### config.mk
export PLATFORM = sky130hd
export DESIGN_NAME = csa_resolver
export DESIGN_NICKNAME = d
export VERILOG_FILES = /design/src/rtl/csa_resolver.sv
export SDC_FILE = /design/constraint.sdc
export NUM_CORES = 1
export LEC_CHECK = 0
export CAP_MARGIN = 10
export CORE_MARGIN = 2
export CORE_UTILIZATION = 51
export CTS_CLUSTER_SIZE = 30
export DETAILED_ROUTE_END_ITERATION = 10
export PLACE_DENSITY = 0.8
export SYNTH_ARGS = -nofsm -noshare
export SYNTH_HDL_FRONTEND = slang
export SYNTH_SLANG_ARGS = --single-unit
### constraint.sdc
create_clock -name clk -period 3 [get_ports clk]
set_input_delay 0.9 -clock clk [delete_from_list [all_inputs] [get_ports clk]]
set_output_delay 0.9 -clock clk [all_outputs]
set_load 0.1 [all_outputs]
### src/rtl/csa_resolver.sv
// csa_resolver: sequential carry-propagate resolver for carry-save operands.
// Resolves sum + 2*carry + cin over NCH cycles using one CHUNK-bit adder
// and a carry flop, trading latency for area after a compressor tree.
module csa_resolver #(
  parameter int WIDTH = 32,
  parameter int CHUNK = 8
) (
  input  logic             clk,
  input  logic             rst_n,
  input  logic             in_valid,
  output logic             in_ready,
  input  logic [WIDTH-1:0] in_sum,
  input  logic [WIDTH-1:0] in_carry,
  input  logic             in_cin,
  output logic             out_valid,
  input  logic             out_ready,
  output logic [WIDTH+1:0] out_value,
  output logic             busy
);

  // Result width, number of resolve cycles and chunk-padded operand width.
  localparam int OW  = WIDTH + 2;
  localparam int NCH = (OW + CHUNK - 1) / CHUNK;
  localparam int PW  = NCH * CHUNK;
  localparam int KW  = (NCH > 1) ? $clog2(NCH) : 1;
  localparam int SW  = $clog2(PW + 1);
  localparam logic [KW-1:0] K_LAST = KW'(NCH - 1);

  typedef enum logic [1:0] {
    IDLE = 2'd0,
    RUN  = 2'd1,
    DONE = 2'd2
  } state_t;

  state_t         state_r;
  logic [PW-1:0]  a_r;
  logic [PW-1:0]  b_r;
  logic           carry_r;
  logic [KW-1:0]  k_r;
  logic [OW-1:0]  res_r;
  logic           out_valid_r;
  logic           busy_r;
  logic           in_ready_r;
  logic [SW-1:0]  shamt_s;
  logic [CHUNK:0] chunk_s;

  // Narrow adder: one chunk of A plus one chunk of B plus the running carry.
  function automatic logic [CHUNK:0] chunk_add(
    input logic [CHUNK-1:0] a,
    input logic [CHUNK-1:0] b,
    input logic             ci
  );
    chunk_add = {1'b0, a} + {1'b0, b} + {{CHUNK{1'b0}}, ci};
  endfunction

  // Bit offset of the chunk under resolution and its chunk sum with carry-out.
  always_comb begin
    shamt_s = SW'(k_r) * SW'(CHUNK);
    chunk_s = chunk_add(CHUNK'(a_r >> shamt_s), CHUNK'(b_r >> shamt_s), carry_r);
  end

  // Handshake control, operand capture and chunk-by-chunk resolution.
  always_ff @(posedge clk or negedge rst_n) begin
    if (!rst_n) begin
      state_r     <= IDLE;
      a_r         <= '0;
      b_r         <= '0;
      carry_r     <= 1'b0;
      k_r         <= '0;
      res_r       <= '0;
      out_valid_r <= 1'b0;
      busy_r      <= 1'b0;
      in_ready_r  <= 1'b1;
    end else begin
      case (state_r)
        IDLE: begin
          if (in_valid && in_ready_r) begin
            a_r        <= PW'(in_sum);
            b_r        <= PW'({in_carry, 1'b0});
            carry_r    <= in_cin;
            k_r        <= '0;
            res_r      <= '0;
            in_ready_r <= 1'b0;
            busy_r     <= 1'b1;
            state_r    <= RUN;
          end
        end
        RUN: begin
          // Bits beyond WIDTH+2 of the last chunk fall off in the truncation.
          res_r   <= res_r | OW'(PW'(chunk_s[CHUNK-1:0]) << shamt_s);
          carry_r <= chunk_s[CHUNK];
          if (k_r == K_LAST) begin
            k_r         <= '0;
            out_valid_r <= 1'b1;
            state_r     <= DONE;
          end else begin
            k_r <= k_r + KW'(1);
          end
        end
        DONE: begin
          if (out_ready) begin
            out_valid_r <= 1'b0;
            busy_r      <= 1'b0;
            in_ready_r  <= 1'b1;
            state_r     <= IDLE;
          end
        end
        default: begin
          out_valid_r <= 1'b0;
          busy_r      <= 1'b0;
          in_ready_r  <= 1'b1;
          state_r     <= IDLE;
        end
      endcase
    end
  end

  // in_ready is held low for as long as reset is asserted.
  assign in_ready  = in_ready_r & rst_n;
  assign out_valid = out_valid_r;
  assign out_value = res_r;
  assign busy      = busy_r;

endmodule
# Word-level counts from Yosys, hierarchy flattened
# Cells that the tools add are included.
[totals]
regBits = 107
inputBits = 69
elab_cells = 52
out_inout_bits = 37
[classes]
n_reduce_logical = 8
shifts = 3
eq_ne = 6
addsub = 3
muxes = 19
n_bitwise = 4
[ops]
columns = ["cell", "count"]
rows = [
  ["$pmux W34 S2", 1],
  ["$mux W34", 1],
  ["$or A34 B34 Y34", 1],
  ["$shl A8 B6 Y34", 1],
  ["$shr A33 B6 Y8", 1],
  ["$shr A32 B6 Y8", 1],
  ["$add A8 B8 Y9", 1],
  ["$add A9 B1 Y9", 1],
  ["$pmux W1 S3", 3],
  ["$reduce_and A3 Y1", 3],
  ["$mux W1", 6],
  ["$mux W2", 3],
  ["$mux W3", 2],
  ["$ne A2 B2 Y1 const B", 3],
  ["$pmux W2 S3", 1],
  ["$pmux W3 S2", 1],
  ["$reduce_and A2 Y1", 2],
  ["$add A3 B1 Y3 const B", 1],
  ["$eq A3 B3 Y1 const B", 1],
  ["$eq A2 B1 Y1 const B", 1],
  ["$eq A2 B2 Y1 const B", 1],
  ["$logic_not A2 Y1", 1],
  ["$not A1 Y1", 2],
  ["$pmux W1 S2", 1],
  ["other kinds (3)", 3],
]

# Longest topological paths before layout
# Gate-level depths: netlist (run 1).
[logic_depth]
ltp_word = 6
ltp_mapped = 13

# Worst setup path before layout (run 1)
# Ideal clock, no wire load.
[synth_path]
path_kind = "register -> register"
startpoint = "reg k_r[0]"
endpoint = "reg res_r[31] (netlist: out_value[31])"
stages_incl_launch_ff = 10
period_less_slack_ns = 2.785
arrival_time_ns = 2.645
n_path_buf = 2
setup_time_ns = 0.140
slack_ns = 0.215
cell_sequence = "dfrtp_1 buf_2 buf_4 mux4_2 nor2b_1 ha_1 a21o_1 or4_1 o32ai_1 o31ai_1"
[synth_between]
elab_chain_cells = 6
elab_cells_between_ends = 7
cone_classes = "2 x add/sub; 3 x shift; 1 x mux; 1 x bitwise"
[synth_lines]
columns = ["element", "line", "source"]
rows = [
  ["start: declaration", "39", "logic [KW-1:0] k_r;"],
  ["start signal: assignment", "97", "k_r <= k_r + KW'(1);"],
  ["$shr A32 B6 Y8 or $shr A33 B6 Y8 (tied branches)", "59", "chunk_s = chunk_add(CHUNK'(a_r >> shamt_s), CHUNK'(b_r >> shamt_s), carry_r);"],
  ["$add A8 B8 Y9", "53", "chunk_add = {1'b0, a} + {1'b0, b} + {{CHUNK{1'b0}}, ci};"],
  ["$add A9 B1 Y9", "53", ""],
  ["$shl A8 B6 Y34 *", "90", "res_r <= res_r | OW'(PW'(chunk_s[CHUNK-1:0]) << shamt_s);"],
  ["$or A34 B34 Y34 *", "90", ""],
  ["$pmux W34 S2 *", "75", "case (state_r)"],
  ["end signal: assignment", "90", ""],
  ["end: declaration", "40", "logic [OW-1:0] res_r;"],
]
# Every way passes the cells marked *; elsewhere a longest branch is shown, timed or not.
# A chain may end at the register's enable or synchronous reset.

# Final worst setup path (run 1)
[layout_path]
startpoint = "reg k_r[0]"
endpoint = "reg res_r[29] (netlist: out_value[29])"
# Same word-level chain as after synthesis.

==> results.md, run 1 <==
* Core box area at slightly above 0.009 mm^2
* Vias at around 3900
* Number of antenna diodes at 0
* Clk buf depth at 2
* Later-pin clock latency in the skew report at 0.36 ns
* Max H-tree Level at 3
* Hold Violations, Final at 0
* Final Max Slew Viols at 0
* Reg2reg end: out_value[29]
* Worst r2r path cells at 8
* Critical Path Fanout Max at 24
* Share of layout cells above drive strength 1 at 14.1%
* Die Ht at a little over 100 um
* #FFs+latches synth at approximately 110
* Hold Startpoint: a_r[24]
* Req. time, crit path at around 3.2 ns
* Die width at between 100 and 150 um
* Minimum clock period at between 2 and 3 ns
* Syn Area/Cell at approximately 9.7 um^2
* Row count at 35
* Unrepaired setup endpoints after global routing: true
* Post-DRT Antenna Nets at 0
* Full die area at ~0.010 mm^2
* Area Overhead vs Synth at 26.8%
* Placed cells at between 700 and 800
* Synth area leader: dfrtp_1
* Vias in the first global route at 4077
* Cell Area, Synth at slightly below 0.005 mm^2
* End of the worst hold path: a_r[24]
* Post-synthesis cell count at 507
* Post-DR wirelength/cell at 15.0 um
* Hold Crit Class: flip-flop to flip-flop
* Worst Path Class, Setup: flip-flop to flip-flop
* Post-synth EDFFs at 0
* Post-synth top flop: dfrtp_1
* Syn_nets at between 500 and 600
* Routed Wire Length at about 11000 um
* Worst Tran Pin Value at approximately 0.70 ns
* Yosys warning total at 0
* HPWL Detailed at 8170 um
* Critical path capture point type: flip-flop
* Final setup vio count at 0
* Starting Density at 52.8%
* Tcrit/Tclk final at between 90% and 100%
* Reg2reg start: k_r[0]
* Ys async rst share at between 90% and 100%
* Relative slew slack at 53.6%
* Worst reg-to-reg setup slack at 0.14 ns
* Avg Vias per Cell at around 5.3
* Synth top area cells: dfrtp_1 (54%), nand2_1 (17%), mux4_2 (6.9%)
* Critical path startpoint category: flip-flop
* First-pass DRT Iterations at 4
* Max cap viols at 0
* Nets@finish at 687
* Pin count of the biggest net entering global routing at 97
* Clk sink count at 107
* Post-route DRC at 0
* CTS tree: built
* Synth cell types at 41
* Initial DRC Count at 170
* Clk root buf: clkbuf_8
* Top cell type's share of synthesized area at between 50 and 60%
* Num CTS Buffers at 9
* Layout Skew at 0.00969 ns
* I/O Buffers at between 100 and 150
* Hold depth at 2
* Initial antenna violation count at 0
* CP arrival at 3.09 ns
* Gpl congestion at roughly 0.9
* Io pins at approximately 110
* Status: complete, no violations
* Non-filler cells, final at approximately 740
* Fmax at around 350 MHz
* GRT Total Usage at between 20% and 30%
* Clk slew on worst S/H paths at 0.09 ns
* Register area share after synthesis at between 50 and 60%
* First-pass GRT wire length at ~19000 um
* GRT Residual Overflow at 0
* Post-CTS Hold Buffers at 0
==> how the worst max path moves through the flow <==
stage | slack [ns] | startpoint | end | cells past startpoint
after floorplan | 0.22 | k_r[0] | out_value[31] | 9
after global placement | 0.25 | k_r[0] | out_value[31] | 8
after detailed placement | 0.15 | k_r[0] | out_value[7] | 8
after CTS | 0.13 | k_r[0] | out_value[7] | 8
after global routing | -0.009 | k_r[0] | out_value[13] | 8
final | 0.14 | k_r[0] | out_value[29] | 8
==> flip-flops by register name (all words and copies together), names as in the netlist <==
signal and count:
carry_r 1, k_r 3, busy 1, in_ready_r 1, out_value 34, state_r 2, out_valid 1, a_r 32
b_r 32
==> cells in the final DEF, fill, tap and decap left out, types with 3 or more instances in the layout <==
cell type / n
a21oi_1: 7
a22o_1: 8
and3_1: 3
buf_12: 4
buf_4: 44
clkbuf_8: 9
clkdlybuf4s50_1: 67
clkinvlp_4: 4
dfrtp_1: 106
ha_1: 9
inv_1: 7
mux4_2: 15
nand2_1: 222
nand2b_1: 3
nand3_1: 6
nor2_1: 16
nor2b_1: 16
nor3_1: 3
o21a_1: 6
o21ai_0: 13
o31ai_1: 13
xnor2_1: 3
==> metrics by stage <==
step                cell area, um^2  setup TNS, ns  utilization [%]  hold slack, ns  setup slack [ns]
CTS                            6240              0             66.9           0.479             0.132
floorplan                      4930              0                -           0.440             0.215
global route                   6250       -0.00932             67.0           0.500          -0.00932
finish                         6250              0             67.0           0.483             0.137
detailed placement             6070              0             65.1           0.457             0.148
global placement               6070              0             65.1           0.452             0.249
==> what timing repair did <==
action / 4_1_cts / 5_1_grt
buffers inserted: 0 / 0
endpoints found under the setup margin: 0 / 4
gates resized for setup: 0 / 1
==> synthesized netlist by cell type (6+ instances only) <==
cell and instances:
nand2_1 222, dfrtp_1 106, nor2_1 16, nor2b_1 16
mux4_2 15, clkbuf_1 14, o21ai_0 13, o31ai_1 13
buf_2 11, ha_1 9, a22o_1 8, a21oi_1 7
inv_1 7, nand3_1 6, o21a_1 6
==> area by class of cell <==
| cell class | count | area (um^2) |
|---|---|---|
| clock buffer | 11 | 131 |
| clock inverter | 5 | 38.8 |
| fill | 785 | 3080 |
| inverter | 7 | 26.3 |
| multi-input combinational | 367 | 2130 |
| sequential | 107 | 2680 |
| tap | 129 | 161 |
| timing repair buffer | 115 | 1080 |
==> routing by layer <==
metal	track usage (%)	vias up	routed length, um
li1	-	1876	-
met1	30.6	1895	4970
met2	39.6	113	5450
met3	4.38	14	542
met4	7.69	0	151
met5	0	-	0
==> cell families (layout without fill, tap and decap cells) <==
| logic type | count (synthesis) | in the layout | share of synthesized area, % |
|---|---|---|---|
| buffers and inverters | 33 | 138 | 2.87 |
| XOR/XNOR | 3 | 3 | 0.533 |
| AO/OA/AOI/OAI | 58 | 58 | 8.48 |
| adder cells (fa/ha/maj) | 11 | 11 | 3.10 |
| multiplexers | 18 | 18 | 7.52 |
| AND/OR/NAND/NOR | 277 | 277 | 23.1 |
| flip-flops | 107 | 107 | 54.4 |
==> critical path: stages, from the launching register on <==
cell      delay [ns]
dfrtp_1         0.42
buf_12          0.22
mux4_2          0.52
nor2b_1         0.16
ha_1            0.35
o211ai_1        0.18
a21oi_1         0.11
nor3_1          0.59
o31ai_1         0.16
Power of run 1 is left out: the tool's default activity adds up to more than one toggle a clock period on the data nets, which glitch-free logic cannot reach.
==> run 2, diff against run 1 <==
--- a/config.mk
+++ b/config.mk
@@ -6,11 +6,11 @@
 export NUM_CORES = 1
 export LEC_CHECK = 0
 export CAP_MARGIN = 10
-export CORE_MARGIN = 2
-export CORE_UTILIZATION = 51
+export CORE_UTILIZATION = 53
+export CTS_BUF_LIST = sky130_fd_sc_hd__clkbuf_2
 export CTS_CLUSTER_SIZE = 30
 export DETAILED_ROUTE_END_ITERATION = 10
-export PLACE_DENSITY = 0.8
+export PLACE_DENSITY = 0.83
 export SYNTH_ARGS = -nofsm -noshare
 export SYNTH_HDL_FRONTEND = slang
 export SYNTH_SLANG_ARGS = --single-unit
==> run 2 against run 1 <==
Effect of this change: the run now ends with DRC left; register-to-register slack about the same; non-clock buffer count increased by 1; core utilization increased by 3.1 points; worst setup slack improved by 0.0059 ns; largest cell class unchanged.
==> results.md, run 2 (synthesized netlist as in run 1, its figures left out) <==
* Status: finished, violations left (was complete, no violations)
* Failing checks: DRC
* Share of layout cells above drive strength 1 at 14.4% (was 14.1%)
* Die Ht at 98.4 um (was 102 um)
* Post-DRT Antenna Nets at 0 (unchanged)
* First-pass GRT wire length at 19000 um (was 18800 um)
* Die width at 98.4 um (was 102 um)
* Worst Tran Pin Value at 0.708 ns (was 0.696 ns)
* Later-pin clock latency in the skew report at 0.57 ns (was 0.36 ns)
* Post-CTS setup buffers at 0 (unchanged)
* Setup TNS at 0 ns (unchanged)
* CTS tree: built (unchanged)
* Gpl congestion at 0.801 (was 0.898)
* Hold Violations, Final at 0 (unchanged)
* Vias at 3911 (was 3898)
* Largest register FFs at 34 (unchanged)
* CP arrival at 3.35 ns (was 3.09 ns)
* Nets@finish at 688 (was 687)
* First-pass DRT Iterations at 7 (was 4)
* Full die area at 0.00969 mm^2 (was 0.0105 mm^2)
* Routed Wire Length at 11200 um (was 11100 um)
* Area Overhead vs Synth at 25.8% (was 26.8%)
* Clk slew on worst S/H paths at 0.27 ns (was 0.09 ns)
* Num CTS Buffers at 9 (unchanged)
* I/O Buffers at 105 (unchanged)
* Pin count of the biggest net entering global routing at 97 (unchanged)
* Max cap viols at 0 (unchanged)
* Cell family with most CP delay: compound AO/OA/AOI/OAI gates (was simple AND/OR/NAND/NOR gates)
* Initial antenna violation count at 0 (unchanged)
* Fmax at 350 MHz (was 349 MHz)
* GRT Total Usage at 25.0% (was 23.3%)
* Critical path, cell by cell: buf_12, mux4_2, nor2b_1, ha_1, a21o_1, or3_1, o221a_4, o31ai_1 (was buf_12, mux4_2, nor2b_1, ha_1, o211ai_1, a21oi_1, nor3_1, o31ai_1)
* Peak per-stage delay on the critical path at 0.50 ns (was 0.59 ns)
* CP Buf/Inv Count at 1 (unchanged)
* Max H-tree Level at 3 (unchanged)
* Critical path startpoint category: flip-flop (unchanged)
* Number of antenna diodes at 0 (unchanged)
* Final setup vio count at 0 (unchanged)
* GRT Residual Overflow at 0 (unchanged)
* Worst Path Class, Setup: flip-flop to flip-flop (unchanged)
* Most frequent cells in the layout: nand2_1 (222), dfrtp_1 (105), clkdlybuf4s50_1 (67), buf_4 (45) (was nand2_1 (222), dfrtp_1 (106), clkdlybuf4s50_1 (67), buf_4 (44))
* Starting Density at 55.7% (was 52.8%)
* Minimum clock period at 2.86 ns (about the same)
* Clk root buf: clkbuf_2 (was clkbuf_8)
* Clk sink count at 107 (unchanged)
* Row count at 34 (was 35)
* Hold Crit Class: input port to async pin (was flip-flop to flip-flop)
* Slowest cell on crit path: dfrtp_2 (was nor3_1)
* Initial DRC Count at 209 (was 170)
* Post-DR wirelength/cell at 15.5 um (was 15.0 um)
* Req. time, crit path at 3.49 ns (was 3.22 ns)
* Relative slew slack at 52.8% (was 53.6%)
* Critical Path Fanout Max at 11 (was 24)
* Clk buf depth at 2 (unchanged)
* HPWL Detailed at 8210 um (was 8170 um)
* Layout Skew at 0.0228 ns (was 0.00969 ns)
* Leading cell type in the layout, fill and taps excluded: nand2_1 (unchanged)
* Post-route DRC at 8 (was 0)
* Avg Vias per Cell at 5.43 (was 5.26)
* Tcrit/Tclk final at 95.2% (was 95.4%)
* Final Max Slew Viols at 0 (unchanged)
* Io pins at 106 (unchanged)
* Vias in the first global route at 3935 (was 4077)
* Critical path capture point type: flip-flop (unchanged)
* Core box area at 0.00885 mm^2 (was 0.00933 mm^2)
## run 2: changes by cell type in the layout (fill, tap and decap cells not counted), moves of 2 or more
cell and delta:
bufinv_16 +2, clkbuf_1 -2, clkbuf_2 +10, clkbuf_8 -9, clkinvlp_4 -2
## run 2: path summary, 6_finish.rpt
path / slack (ns) / startpoint / cells after the start / end
worst min register to register: 0.51 / a_r[14] / 2 / a_r[14]
worst min-delay path: 0.39 / rst_n / 2 / out_value[2]
max in group asynchronous: 1.43 / rst_n / 3 / k_r[0]
worst max register to register: 0.14 / k_r[0] / 8 / out_value[31]
min in group clk: 0.51 / a_r[14] / 2 / a_r[14]
worst max-delay path: 0.14 / k_r[0] / 8 / out_value[31]
## run 2: layout make-up
class / instances / area [um^2]
Clock buffer: 10 / 50.0
Clock inverter: 5 / 78.8
Fill cell: 709 / 2650
Inverter: 7 / 26.3
Multi-Input combinational cell: 367 / 2140
Sequential cell: 107 / 2680
Tap cell: 108 / 135
Timing Repair Buffer: 116 / 1090
## run 2: metal layers
metal	wire length (um)	global-route usage [%]
met4	163	6.66
met2	5490	42.0
met3	561	3.97
met5	0	0
met1	4960	34.2
## run 2: stage by stage
stage / hold WS [ns] / cells / setup WS (ns) / instance area [um^2] / utilization (%)
finish: 0.387 / 720 / 0.143 / 6200 / 70.1
global route: 0.396 / 720 / -0.0270 / 6200 / 70.1
CTS: 0.383 / 720 / 0.0649 / 6180 / 69.8
detailed placement: 0.459 / 705 / 0.129 / 6050 / 68.4
global placement: 0.457 / 705 / 0.216 / 6050 / 68.4
floorplan: 0.440 / 507 / 0.215 / 4930 / -
## run 2: what timing repair did
| action | in CTS | in global routing |
|---|---|---|
| gates resized for setup | 0 | 3 |
| hold buffers | 0 | 0 |
| endpoints found under the setup margin | 0 | 11 |
Power of run 2 is left out for the same reason.
